**src/rtl/sipo_pkg.sv**
```systemverilog
// Shared types and defaults for the MSB-first serial-in/parallel-out receiver.
package sipo_pkg;

  typedef enum logic [1:0] {
    IDLE  = 2'd0,
    SHIFT = 2'd1,
    PAR   = 2'd2
  } sipo_state_t;

  localparam int unsigned SIPO_DW_DEF = 4;

endpackage

```
**src/rtl/sipo_msb.sv**
```systemverilog
// MSB-first SIPO: frames on sof&enb, emits the word with a 1-cycle vld one clk after its last bit.
// Build with SIPO_PARITY_EN to add a trailing even-parity bit, a PAR state and the err port.
module sipo_msb
  import sipo_pkg::*;
#(
  parameter int unsigned DW = SIPO_DW_DEF
) (
  input  logic          clk,
  input  logic          rst,
  input  logic          enb,
  input  logic          sof,
  input  logic          inp,
  output logic [DW-1:0] out,
  output logic          vld,
  output logic          busy
`ifdef SIPO_PARITY_EN
  ,
  output logic          err
`endif
);

  localparam int unsigned CW = $clog2(DW);
  localparam logic [CW-1:0] CNT_LAST = CW'(DW - 1);

  sipo_state_t   state_q, state_d;
  logic [DW-1:0] shreg_q, shreg_d;
  logic [CW-1:0] cnt_q, cnt_d;
  logic [DW-1:0] out_q, out_d;
  logic          vld_q, vld_d;
`ifdef SIPO_PARITY_EN
  logic          err_q, err_d;
`endif

  always_comb begin
    state_d = state_q;
    shreg_d = shreg_q;
    cnt_d   = cnt_q;
    out_d   = out_q;
    vld_d   = 1'b0;
`ifdef SIPO_PARITY_EN
    err_d   = err_q;
`endif
    if (enb) begin
      if (sof) begin
        // The first bit enters at the LSB and reaches the MSB after DW-1 shifts.
        state_d = SHIFT;
        shreg_d = {{(DW-1){1'b0}}, inp};
        cnt_d   = CW'(1);
      end else begin
        case (state_q)
          SHIFT: begin
            shreg_d = {shreg_q[DW-2:0], inp};
            if (cnt_q == CNT_LAST) begin
              cnt_d = '0;
`ifdef SIPO_PARITY_EN
              state_d = PAR;
`else
              state_d = IDLE;
              out_d   = {shreg_q[DW-2:0], inp};
              vld_d   = 1'b1;
`endif
            end else begin
              cnt_d = cnt_q + CW'(1);
            end
          end
`ifdef SIPO_PARITY_EN
          PAR: begin
            state_d = IDLE;
            out_d   = shreg_q;
            vld_d   = 1'b1;
            err_d   = (^shreg_q) ^ inp;
          end
`endif
          default: ;
        endcase
      end
    end
  end

  always_ff @(posedge clk) begin
    if (rst) begin
      state_q <= IDLE;
      shreg_q <= '0;
      cnt_q   <= '0;
      out_q   <= '0;
      vld_q   <= 1'b0;
`ifdef SIPO_PARITY_EN
      err_q   <= 1'b0;
`endif
    end else begin
      state_q <= state_d;
      shreg_q <= shreg_d;
      cnt_q   <= cnt_d;
      out_q   <= out_d;
      vld_q   <= vld_d;
`ifdef SIPO_PARITY_EN
      err_q   <= err_d;
`endif
    end
  end

  assign out  = out_q;
  assign vld  = vld_q;
  assign busy = (state_q != IDLE);
`ifdef SIPO_PARITY_EN
  assign err  = err_q;
`endif

endmodule

```
**config.mk**
```make
export PLATFORM = sky130hd
export DESIGN_NAME = sipo_msb
export DESIGN_NICKNAME = d
export VERILOG_FILES = /design/src/rtl/sipo_pkg.sv /design/src/rtl/sipo_msb.sv
export SDC_FILE = /design/constraint.sdc
export NUM_CORES = 1
export LEC_CHECK = 0
export CORE_AREA = 2 2 39 41
export CTS_CLUSTER_SIZE = 40
export DETAILED_ROUTE_END_ITERATION = 16
export DIE_AREA = 0 0 41 43
export DONT_BUFFER_PORTS = 1
export SLEW_MARGIN = 20
export SYNTH_ARGS = -nofsm -noshare
export SYNTH_HDL_FRONTEND = slang
export SYNTH_SLANG_ARGS = --single-unit
```
**constraint.sdc**
```tcl
create_clock -name clk -period 3 [get_ports clk]
set_clock_uncertainty 0.05 [all_clocks]
set_input_delay 0.3 -clock clk [delete_from_list [all_inputs] [get_ports clk]]
set_output_delay 0.3 -clock clk [all_outputs]
set_load 0.1 [all_outputs]
```
# [Yosys cells after proc, flatten, opt, wreduce, memory -nomap -nowiden]
# Index checks and enable logic that the tools add are counted.
[word_totals] reg_bits=12 output_inout_bits=6 elab_cells=27
[op_classes] mux=9 eq_ne=2 add_sub_neg=1 n_bitwise=3 reduce_logical=7
[op_table] op="$mux W2" n=6
[op_table] op="$mux W3" n=2
[op_table] op="$reduce_bool A2 Y1" n=3
[op_table] op="$reduce_and A4 Y1" n=1
[op_table] op="$reduce_or A4 Y1" n=1
[op_table] op="$not A1 Y1" n=3
[op_table] op="$reduce_and A3 Y1" n=1
[op_table] op="$add A2 B1 Y2 const B" n=1
[op_table] op="$eq A2 B1 Y1 const B" n=1
[op_table] op="$eq A2 B2 Y1 const B" n=1
[op_table] op="$reduce_and A2 Y1" n=1
[op_table] op="$mux W1" n=1

# [Longest topological paths before layout]
# Gate-level depths: netlist of run 1.
[logic_depth] depth_word=4 mapped_depth=3

# [Worst setup path before layout of run 1]
# OpenSTA, ideal clock, no wires.
[synth_path] kind="reg-to-reg" from="reg state_q[0]" to="reg out_q[2] (netlist: out[2])" period_less_slack_ps=1718 stages_incl_launch_ff=4 setup_time_ps=72 n_path_buf=1 arrival_time_ps=1596 path_slack_ps=1282 path_cell_list="dfxtp_1 -> buf_6 -> and4b_2 -> mux2i_1"
[synth_via] elab_chain_len=2
[synth_lines] item="start: declaration" line="sipo_msb.sv:25" source="sipo_state_t state_q, state_d;"
[synth_lines] item="start signal: assignment" line="sipo_msb.sv:91" source="state_q <= state_d;"
[synth_lines] item="$eq A2 B1 Y1" line="sipo_msb.sv:50" source="case (state_q)"
[synth_lines] item="$reduce_and A4 Y1 (no source line)"
[synth_lines] item="end signal: assignment" line="sipo_msb.sv:94" source="out_q <= out_d;"
[synth_lines] item="end: declaration" line="sipo_msb.sv:28" source="logic [DW-1:0] out_q, out_d;"
# No other way between the ends.
# A chain may end at the register's enable or synchronous reset.

# [Worst setup path after layout of run 1]
[layout_path] from="reg out_q[3] (netlist: out[3])" to="out out[3]"
[layout_lines] item="end: declaration" line="sipo_msb.sv:13" source="output logic [DW-1:0] out,"
# No word-level cell between the ends.

==> metrics, run 1 <==
CP endpoint out[3]; Comb pwr share 7.4%; H-tree lvl count 1; Area growth syn-to-layout 6.601%; sequential power share 56.4%; P_int 0.2104 mW; switching share of power 22.34%; final std cells w/o fill 67; Finish-stage setup viols 0; crit start category flop; Mapped Area between 500 and 600 um2; CP Launch Point out[3]; routed len/inst 12.36 um; Max VDD drop 0.2422 mV; CTS sink cnt 11; hold buffer count at CTS 0; RR Startpoint out[3]; switching power 0.06051 mW; Crit path depth 0; Pwr per Cell Area about 500 mW/mm2; first-pass GRT wire length around 1300 um; Min-Delay Path Class primary input to flop; Max Cap Viol 0; flop2flop setup slack 1650 ps; synthesized flop and latch total 11; worst setup margin 1426 ps; Crit path arrival time 1220 ps; initial antenna violation count 0; antenna viol nets, final 0; Post CTS Setup Buffer Count 0; Final HPWL DP about 560 um; clk buf depth 2; total CTS buffers 3; critical path capture point type output pin; final hold vios 0; Crit Path Max Fanout 2; io pins 11; Reg clk slew, reported paths 70 ps; f_max 635.1 MHz; hold_ws 45.56 ps; CTS tree yes; setup TNS 0 ps; Worst Path Required 2650 ps; GP Congestion 0.6853; placed inst area 519.2 um2; Via density 5.194; final core utilization 39.42%; Tmin final 1574 ps; CTS root buf clkbuf_4; number of DRC markers in iteration 0 5; Resized cells post-CTS 0; Netlist cell types 20; hold-critical path depth 1; reg-to-reg endpoint out[3]; row cnt 14; n_diodes 0; status finished, final reports clean; WL final just over 800 um; Setup WS pre-CTS 1663 ps; Slew Viols, Final 0; Mapped Cells 49; cell area after layout approximately 550 um2; Starting Density 36.98%; first-pass iteration count of the detailed router 4; Warnings, synthesis 0; vias in the first global route 327; sequential area share after synthesis a little over two fifths; die width 41 um; Die Height 43 um; Worst Tran Pin Value 964.4 ps; most frequent cells in the layout nand2b_1 (11), dfxtp_1 (11), mux2i_1 (5); clock network power share a little over a third; Final Cycle Share 52.48%; total core area 0.001384 mm2; largest net degree at the start of global routing 16; DP Cell Count 63; Syn Area/Cell ~10 um2; DR DRC count 0; Die ar. between 0.0015 and 0.002 mm2; share of cells above drive strength 1 15.69%; total power 0.2709 mW; RSZ-0062 raised after global routing false; Clock Latency Late Sink 260 ps; Mapped Nets 55; I/O Buffers 0; vias after detailed routing approximately 350; LEAKAGE between 0.15 and 0.2 nW; fill count roughly 140; crit path kind flop to output pin; GRT overflow 0; gr usage total 11.39%; Reg2Reg Depth 2; Worst slew margin 35.62%; fin nets between 50 and 60
-- how the worst min path moves through the flow --
stage	startpoint	endpoint	slack (ps)
after floorplan	sof	shreg_q[1]	360
after global placement	rst	state_q[0]	320
after detailed placement	rst	cnt_q[0]	320
after CTS	rst	cnt_q[0]	30
after global routing	rst	state_q[0]	30
final	rst	vld	50
-- cells by family after synthesis --
logic type      count (synthesis)  share of synthesized area (%)
buf+inv                         3                          3.910
flops                          11                          43.03
simple gates                   20                          27.14
compound gates                  9                          13.69
fa+ha+maj                       1                          2.445
mux                             5                          9.780
-- registers in the layout (all words and copies together) (netlist names) --
name / count
cnt_q: 2
state_q: 1
vld: 1
out: 4
shreg_q: 3
-- final cells by class --
| cell class | count | area [um2] | area share, % |
|---|---|---|---|
| Multi-Input combinational cell | 35 | 271.5 | 49.77 |
| Sequential cell | 11 | 220.2 | 40.37 |
| Clock buffer | 4 | 26.28 | 4.817 |
| Tap cell | 16 | 20.02 | 3.670 |
| Timing Repair Buffer | 1 | 7.507 | 1.376 |
-- routing by layer --
layer | vias up | wire length (um) | track usage (%)
li1 | 181 | - | -
met1 | 159 | 400 | 14.66
met2 | 8 | 370 | 14.69
met3 | 0 | 56 | 7.853
met4 | 0 | 0 | 4.000
met5 | - | 0 | 0
-- synthesized netlist by cell type --
cell	n	area [um2]
dfxtp_1	11	220.2
nand2b_1	11	68.82
mux2i_1	5	50.05
a21bo_2	3	30.03
nand4b_1	3	26.28
a31oi_1	2	12.51
a21oi_1	1	5.000
a221oi_1	1	8.760
and4b_2	1	11.26
buf_2	1	5.000
buf_6	1	11.26
clkbuf_1	1	3.750
ha_1	1	12.51
nand2_1	1	3.750
nand3_1	1	5.000
nand4bb_1	1	11.26
nor2_1	1	3.750
o21a_1	1	7.510
o22ai_1	1	6.260
or3b_1	1	8.760
-- power groups by stage --
stage	registers, mW	clock network, mW	logic [mW]
6_report	0.153	0.0980	0.0200
5_1_grt	0.153	0.111	0.0210
4_1_cts	0.153	0.106	0.0201
3_5_place_dp	0.156	0	0.0202
3_3_place_gp	0.156	0	0.0197
2_1_floorplan	0.161	0	0.0173
Power figures use the tool's default switching activity.
==> run 2: changes to the inputs <==
==> constraint.sdc (replaced) <==
create_clock -name clk -period 1.6 [get_ports clk]
set_clock_uncertainty 0.05 [all_clocks]
set_input_delay 0.16 -clock clk [delete_from_list [all_inputs] [get_ports clk]]
set_output_delay 0.16 -clock clk [all_outputs]
set_load 0.1 [all_outputs]
==> run 2 against run 1 <==
Effect of this change:
- worst setup slack worse by 1400 ps
- critical path depth up 4
- global-route usage is 2.8 points higher
- sequential power rose by 88%
- cell area increased by 13%
- via count grew 8.0%
- critical endpoint is now state_q[0]
- largest power group unchanged
==> metrics, run 2 (same netlist as run 1, synthesis figures left out) <==
Pwr per Cell Area 848.7 mW/mm2 (was 496.6 mW/mm2); reg-to-reg endpoint state_q[0] (was out[3]); crit path kind flop to flop (was flop to output pin); clock network power share 36.3% (was 36.2%); Worst slew margin 81.58% (was 35.62%); share of cells above drive strength 1 25.42% (was 15.69%); I/O Buffers 0 (unchanged); status finished, final reports clean (unchanged); sequential power share 54.9% (was 56.4%); CP Launch Point cnt_q[0] (was out[3]); GP Congestion 0.7259 (was 0.6853); Max Cap Viol 0 (unchanged); Hold Startpoint rst (unchanged); CTS sink cnt 11 (unchanged); Final HPWL DP 589.8 um (was 559.3 um); first-pass iteration count of the detailed router 3 (was 4); placed inst area 558.0 um2 (was 519.2 um2); largest net degree at the start of global routing 14 (was 16); critical path capture point type flop (was output pin); RR Startpoint cnt_q[0] (was out[3]); crit start category flop (unchanged); total CTS buffers 3 (unchanged); Crit path arrival time 1680 ps (was 1220 ps); max FFs per register 4 (unchanged); H-tree lvl count 1 (unchanged); setup TNS 0 ps (unchanged); CP max stage delay 560 ps; most frequent cells in the layout nand2b_1 (11), dfxtp_1 (10), buf_4 (6) (was nand2b_1 (11), dfxtp_1 (11), mux2i_1 (5)); Tmin final about 1500 ps; DR DRC count 0 (unchanged); vias in the first global route 334 (was 327); CTS root buf clkbuf_4 (unchanged); Worst Path Required 1760 ps (was 2650 ps); die width 41 um (unchanged); clk buf depth 2 (unchanged); cell area after layout 616.8 um2 (was 545.5 um2); P_int 0.4000 mW (was 0.2104 mW); f_max 654.3 MHz; Clock Latency Late Sink 260 ps (about the same); Min-Delay Path Class primary input to flop (unchanged); Post CTS Setup Buffer Count 0 (unchanged); Crit Path Max Fanout 4 (was 2); hold-critical path depth 2 (was 1); Reg clk slew, reported paths 70 ps (about the same); Final Cycle Share between 90% and 100%; Max VDD drop 0.4519 mV (was 0.2422 mV); initial antenna violation count 0 (unchanged); routed len/inst 12.12 um (was 12.36 um); final hold vios 0 (unchanged); fill count 138 (unchanged); n_diodes 0 (unchanged); Via density 5.013 (was 5.194); total power 0.5235 mW (was 0.2709 mW); Slew Viols, Final 0 (unchanged); io pins 11 (unchanged); switching power 0.1235 mW (was 0.06051 mW); Hold Path Sink out[2] (was vld); Comb pwr share 8.8% (was 7.4%); Reg2Reg Depth 4 (was 2); Area growth syn-to-layout 20.54% (was 6.601%); vias after detailed routing 376 (was 348); DP Cell Count 68 (was 63); final std cells w/o fill 75 (was 67); antenna viol nets, final 0 (unchanged); total core area 0.001384 mm2 (unchanged); first-pass GRT wire length 1573 um (was 1331 um); CP max stage cell dlygate4sd3_1; fin nets 66 (was 58); Worst Tran Pin Value 278.5 ps (was 964.4 ps); RSZ-0062 raised after global routing false (unchanged); CTS tree yes (unchanged); Starting Density 36.98% (unchanged); commonest non-fill, non-tap cell in the layout nand2b_1; Die Height 43 um (unchanged); GRT overflow 0 (unchanged); Die ar. 0.001763 mm2 (unchanged); LEAKAGE 0.2363 nW (was 0.1972 nW); flop2flop setup slack 70 ps (was 1650 ps); Finish-stage setup viols 0 (unchanged); row cnt 14 (unchanged); gr usage total 14.23% (was 11.39%); switching share of power 23.59% (was 22.34%); critical path, cell by cell ha_2 -> a21bo_2 -> a21oi_1 -> dlygate4sd3_1; WL final 909 um (was 828 um); number of DRC markers in iteration 0 3 (was 5)
-- run 2: cell count changes in the layout (fill, tap and decap cells not counted) --
| cell | delta |
|---|---|
| dfxtp_1 | -1 |
| ha_1 | -1 |
| buf_4 | +5 |
| dfxtp_2 | +1 |
| ha_2 | +1 |
| dlygate4sd3_1 | +3 |
-- run 2: power groups by stage --
stage                     sequential [mW]  clock, mW  combinational [mW]
after global placement              0.294          0              0.0374
after detailed placement            0.294          0              0.0373
after global routing                0.288      0.221              0.0490
final                               0.287      0.190              0.0461
after floorplan                     0.302          0              0.0323
after CTS                           0.287      0.198              0.0456
-- run 2: timing repair --
item / CTS / global route
endpoints found under the hold margin: 6 / 0
hold buffers: 3 / 0
resized for setup: 0 / 1
setup endpoints to repair: 0 / 1
-- run 2: stage by stage --
stage	hold WS [ps]	setup slack, ps	utilization [%]
after CTS	13.85	69.24	44.39
after floorplan	221.2	213.3	-
final	16.40	71.75	44.57
after global routing	0.1024	7.872	44.57
after detailed placement	177.2	475.5	40.33
after global placement	174.9	508.5	40.33
-- run 2: critical path: cells and delay by family, from the launching register on --
| kind | cells | cell delay [ps] |
|---|---|---|
| buffers and inverters | 1 | 560 |
| AOI/OAI and AO/OA | 2 | 330 |
| DFF | 1 | 320 |
| adders and majority gates | 1 | 210 |
-- run 2: worst max-delay path by stage --
stage / to / depth (start not counted) / slack, ps
floorplan: out[2] / 3 / 210
global route: state_q[0] / 4 / 8
finish: state_q[0] / 4 / 70
detailed placement: out[3] / 3 / 480
global placement: out[3] / 3 / 510
CTS: state_q[0] / 4 / 70
-- run 2: final cells by class --
cell class              count  area [um2]  share of cell area (%)
multi-input cells          35       274.0                   44.42
flip-flops and latches     11       221.5                   35.90
well taps                  16       20.02                   3.245
clock buffers               4       26.28                   4.260
repair buffers              9       75.07                   12.17
-- run 2: layer usage --
layer | vias to the layer above | routed length (um) | global-route usage [%]
li1 | 198 | - | -
met1 | 172 | 413 | 16.67
met2 | 6 | 469 | 18.75
met3 | 0 | 26 | 7.853
met4 | 0 | 0 | 10.00
met5 | - | 0 | 0
==> run 3: changes to the inputs <==
--- a/config.mk
+++ b/config.mk
@@ -5,6 +5,7 @@
 export SDC_FILE = /design/constraint.sdc
 export NUM_CORES = 1
 export LEC_CHECK = 0
+export ABC_AREA = 1
 export CORE_AREA = 2 2 39 41
 export CTS_CLUSTER_SIZE = 40
 export DETAILED_ROUTE_END_ITERATION = 16
==> run 3 against run 2 <==
Effect of this change:
- hold slack got worse by 5.4 ps
- maximum frequency increased by 28%
- die area unchanged
- sequential power about the same
- power about the same
- sequential share of layout area increased by 2.5 points
- highest routed layer is now met4
- area after synthesis decreased by 8.3%
==> metrics, run 3 <==
antenna viol nets, final 0 (unchanged); Min-Delay Path Class primary input to flop (unchanged); most numerous cell in the Yosys netlist nand2_1; H-tree lvl count 1 (unchanged); fill count 151 (was 138); Final Cycle Share 74.89% (was 95.52%); crit path kind flop to flop (unchanged); synthesized flop and latch total 11 (unchanged); Crit Path Max Fanout 4 (unchanged); clk buf depth 2 (unchanged); Area growth syn-to-layout 22.93% (was 20.54%); share of cells above drive strength 1 17.11% (was 25.42%); GRT overflow 0 (unchanged); fin nets 83 (was 66); Synth area leader dfxtp_1 (unchanged); Syn Area/Cell 7.218 um2 (was 10.44 um2); area of the multi-input gates 214.0 um2 (was 274.0 um2); sequential area share after synthesis 46.93% (was 43.03%); met2 usage 18.13% (was 18.75%); asr flop ratio synth 0% (unchanged); total power 0.5233 mW (was 0.5235 mW); RSZ-0062 raised after global routing false (unchanged); Post CTS Setup Buffer Count 0 (unchanged); Most Crowded Layer GR met2 (unchanged); final hold vios 0 (unchanged); Clock Latency Late Sink 270 ps (was 260 ps); Worst Path Required 1720 ps (was 1760 ps); commonest non-fill, non-tap cell in the layout nand2_1 (was nand2b_1); gr usage total 13.70% (was 14.23%); CTS root buf clkbuf_4 (unchanged); post-synth top area share 46.93% (was 43.03%); initial antenna violation count 0 (unchanged); Tmin final 1198 ps (was 1528 ps); vias in the first global route 387 (was 334); Worst slew margin 80.91% (was 81.58%); Via density 4.728 (was 5.013); I/O Buffers 0 (unchanged); met3 Use GR 6.283% (was 7.853%); Mapped Area 469.2 um2 (was 511.7 um2); first-pass GRT wire length 1573 um (unchanged); Top delay family on crit path simple AND/OR/NAND/NOR gates (was buffers and inverters); routed len/inst 10.00 um (was 12.12 um); Post-synth EDFFs 0 (unchanged); vias after detailed routing 435 (was 376); Resized cells post-CTS 0 (unchanged); hold buffer count at CTS 2 (was 3); WL final 920 um (was 909 um); Warnings, synthesis 0 (unchanged); Mapped Cells 65 (was 49); Mapped Nets 71 (was 55); Netlist cell types 11 (was 20); Reg area 221.5 um2 (unchanged); Finish-stage setup viols 0 (unchanged); Crit path buffers/inverters 1 (unchanged); Slew Viols, Final 0 (unchanged); CP max stage delay 350 ps (was 560 ps); Primary FF master, synth dfxtp_1 (unchanged); Max VDD drop 0.3912 mV (was 0.4519 mV); critical path, cell by cell ha_1 -> inv_1 -> nor2_1 -> nand3_1 -> nand2_1 -> nor2_1 (was ha_2 -> a21bo_2 -> a21oi_1 -> dlygate4sd3_1); largest net degree at the start of global routing 10 (was 14); met1 usage 16.56% (was 16.67%); Crit path arrival time 1320 ps (was 1680 ps); Crit path top cell by count nor2_1; Worst Tran Pin Value 286.4 ps (was 278.5 ps); DR DRC count 0 (unchanged); die width 41 um (unchanged); critical path capture point type flop (unchanged); f_max 834.5 MHz (was 654.3 MHz); Max Cap Viol 0 (unchanged); LEAKAGE 0.2621 nW (was 0.2363 nW); n_diodes 0 (unchanged); io pins 11 (unchanged); max FFs per register 4 (unchanged); Starting Density 33.91% (was 36.98%); Post-synth top cells nand2_1 (14), nand3_1 (12), dfxtp_1 (11), nor2_1 (11), inv_1 (7) (was dfxtp_1 (11), nand2b_1 (11), mux2i_1 (5)); Die ar. 0.001763 mm2 (unchanged); total CTS buffers 3 (unchanged); GP Congestion 0.7696 (was 0.7259); row cnt 14 (unchanged); CP max stage cell dfxtp_1 (was dlygate4sd3_1); total core area 0.001384 mm2 (unchanged); Pwr per Cell Area 907.2 mW/mm2 (was 848.7 mW/mm2); number of DRC markers in iteration 0 8 (was 3); Reg clk slew, reported paths 70 ps (about the same); Final HPWL DP 658.1 um (was 589.8 um); setup TNS 0 ps (unchanged); status finished, final reports clean (unchanged); first-pass iteration count of the detailed router 5 (was 3); synth top area cells dfxtp_1 (47%), nand3_1 (13%), nand2_1 (11%) (was dfxtp_1 (43%), nand2b_1 (13%), mux2i_1 (9.8%)); most frequent cells in the layout nand2_1 (14), nand3_1 (12), nor2_1 (11) (was nand2b_1 (11), dfxtp_1 (10), buf_4 (6)); Die Height 43 um (unchanged); CTS tree yes (unchanged); CTS sink cnt 11 (unchanged); crit start category flop (unchanged); hold_ws 10.98 ps (was 16.40 ps)
## run 3: cell count changes after synthesis, sizes merged, moves of 4 or more
| cell | delta |
|---|---|
| nand3 | +11 |
| inv | +8 |
| nand2 | +14 |
| nand2b | -11 |
| nor2 | +11 |
| a21oi | +4 |
| mux2i | -5 |
## run 3: worst register-to-register path: cells and delay by family, from the launching register on
family / cells / cell delay [ps]
buffers and inverters: 1 / 60
flip-flops: 1 / 350
adder cells (fa/ha/maj): 1 / 200
AND/OR/NAND/NOR: 4 / 450
## run 3: cell type report
type / instances / area share (%)
clock buffer: 4 / 4.555
inverter: 8 / 5.206
multi-input combinational: 45 / 37.09
sequential: 11 / 38.39
tap: 16 / 3.471
timing repair buffer: 8 / 11.28
## run 3: final timing paths
kind	from	to	slack, ps	cells past startpoint
worst min register to register	out[3]	out[3]	430	2
worst min-delay path	enb	state_q[0]	10	3
worst max register to register	cnt_q[0]	out[2]	400	6
worst max-delay path	cnt_q[0]	out[2]	400	6
## run 3: cell families after synthesis
kind of cell,synth area share [%]
adder cells (fa/ha/maj),2.666
AO/OA/AOI/OAI,5.332
buffers and inverters,7.466
flip-flops,46.93
AND/OR/NAND/NOR,37.60
## run 3: routing by layer
layer  wire [um]  up-vias
met5           0        -
met4          28        0
met3          65        4
met2         407       13
met1         419      189
li1            -      229
## run 3: where the power goes
group          switching, mW  internal (mW)
Combinational         0.0348         0.0148
Clock                 0.0924         0.0967
Sequential           0.00471          0.280
Total                  0.132          0.391
## run 3: metrics by stage
stage | std cells | setup WS (ps) | utilization (%) | instance area [um2]
2_1_floorplan | 65 | 282.0 | - | 470.5
3_3_place_gp | 86 | 437.3 | 38.34 | 530.5
3_5_place_dp | 86 | 418.9 | 38.34 | 530.5
4_1_cts | 92 | 403.6 | 41.68 | 576.8
5_1_grt | 92 | 215.9 | 41.68 | 576.8
6_report | 92 | 401.7 | 41.68 | 576.8
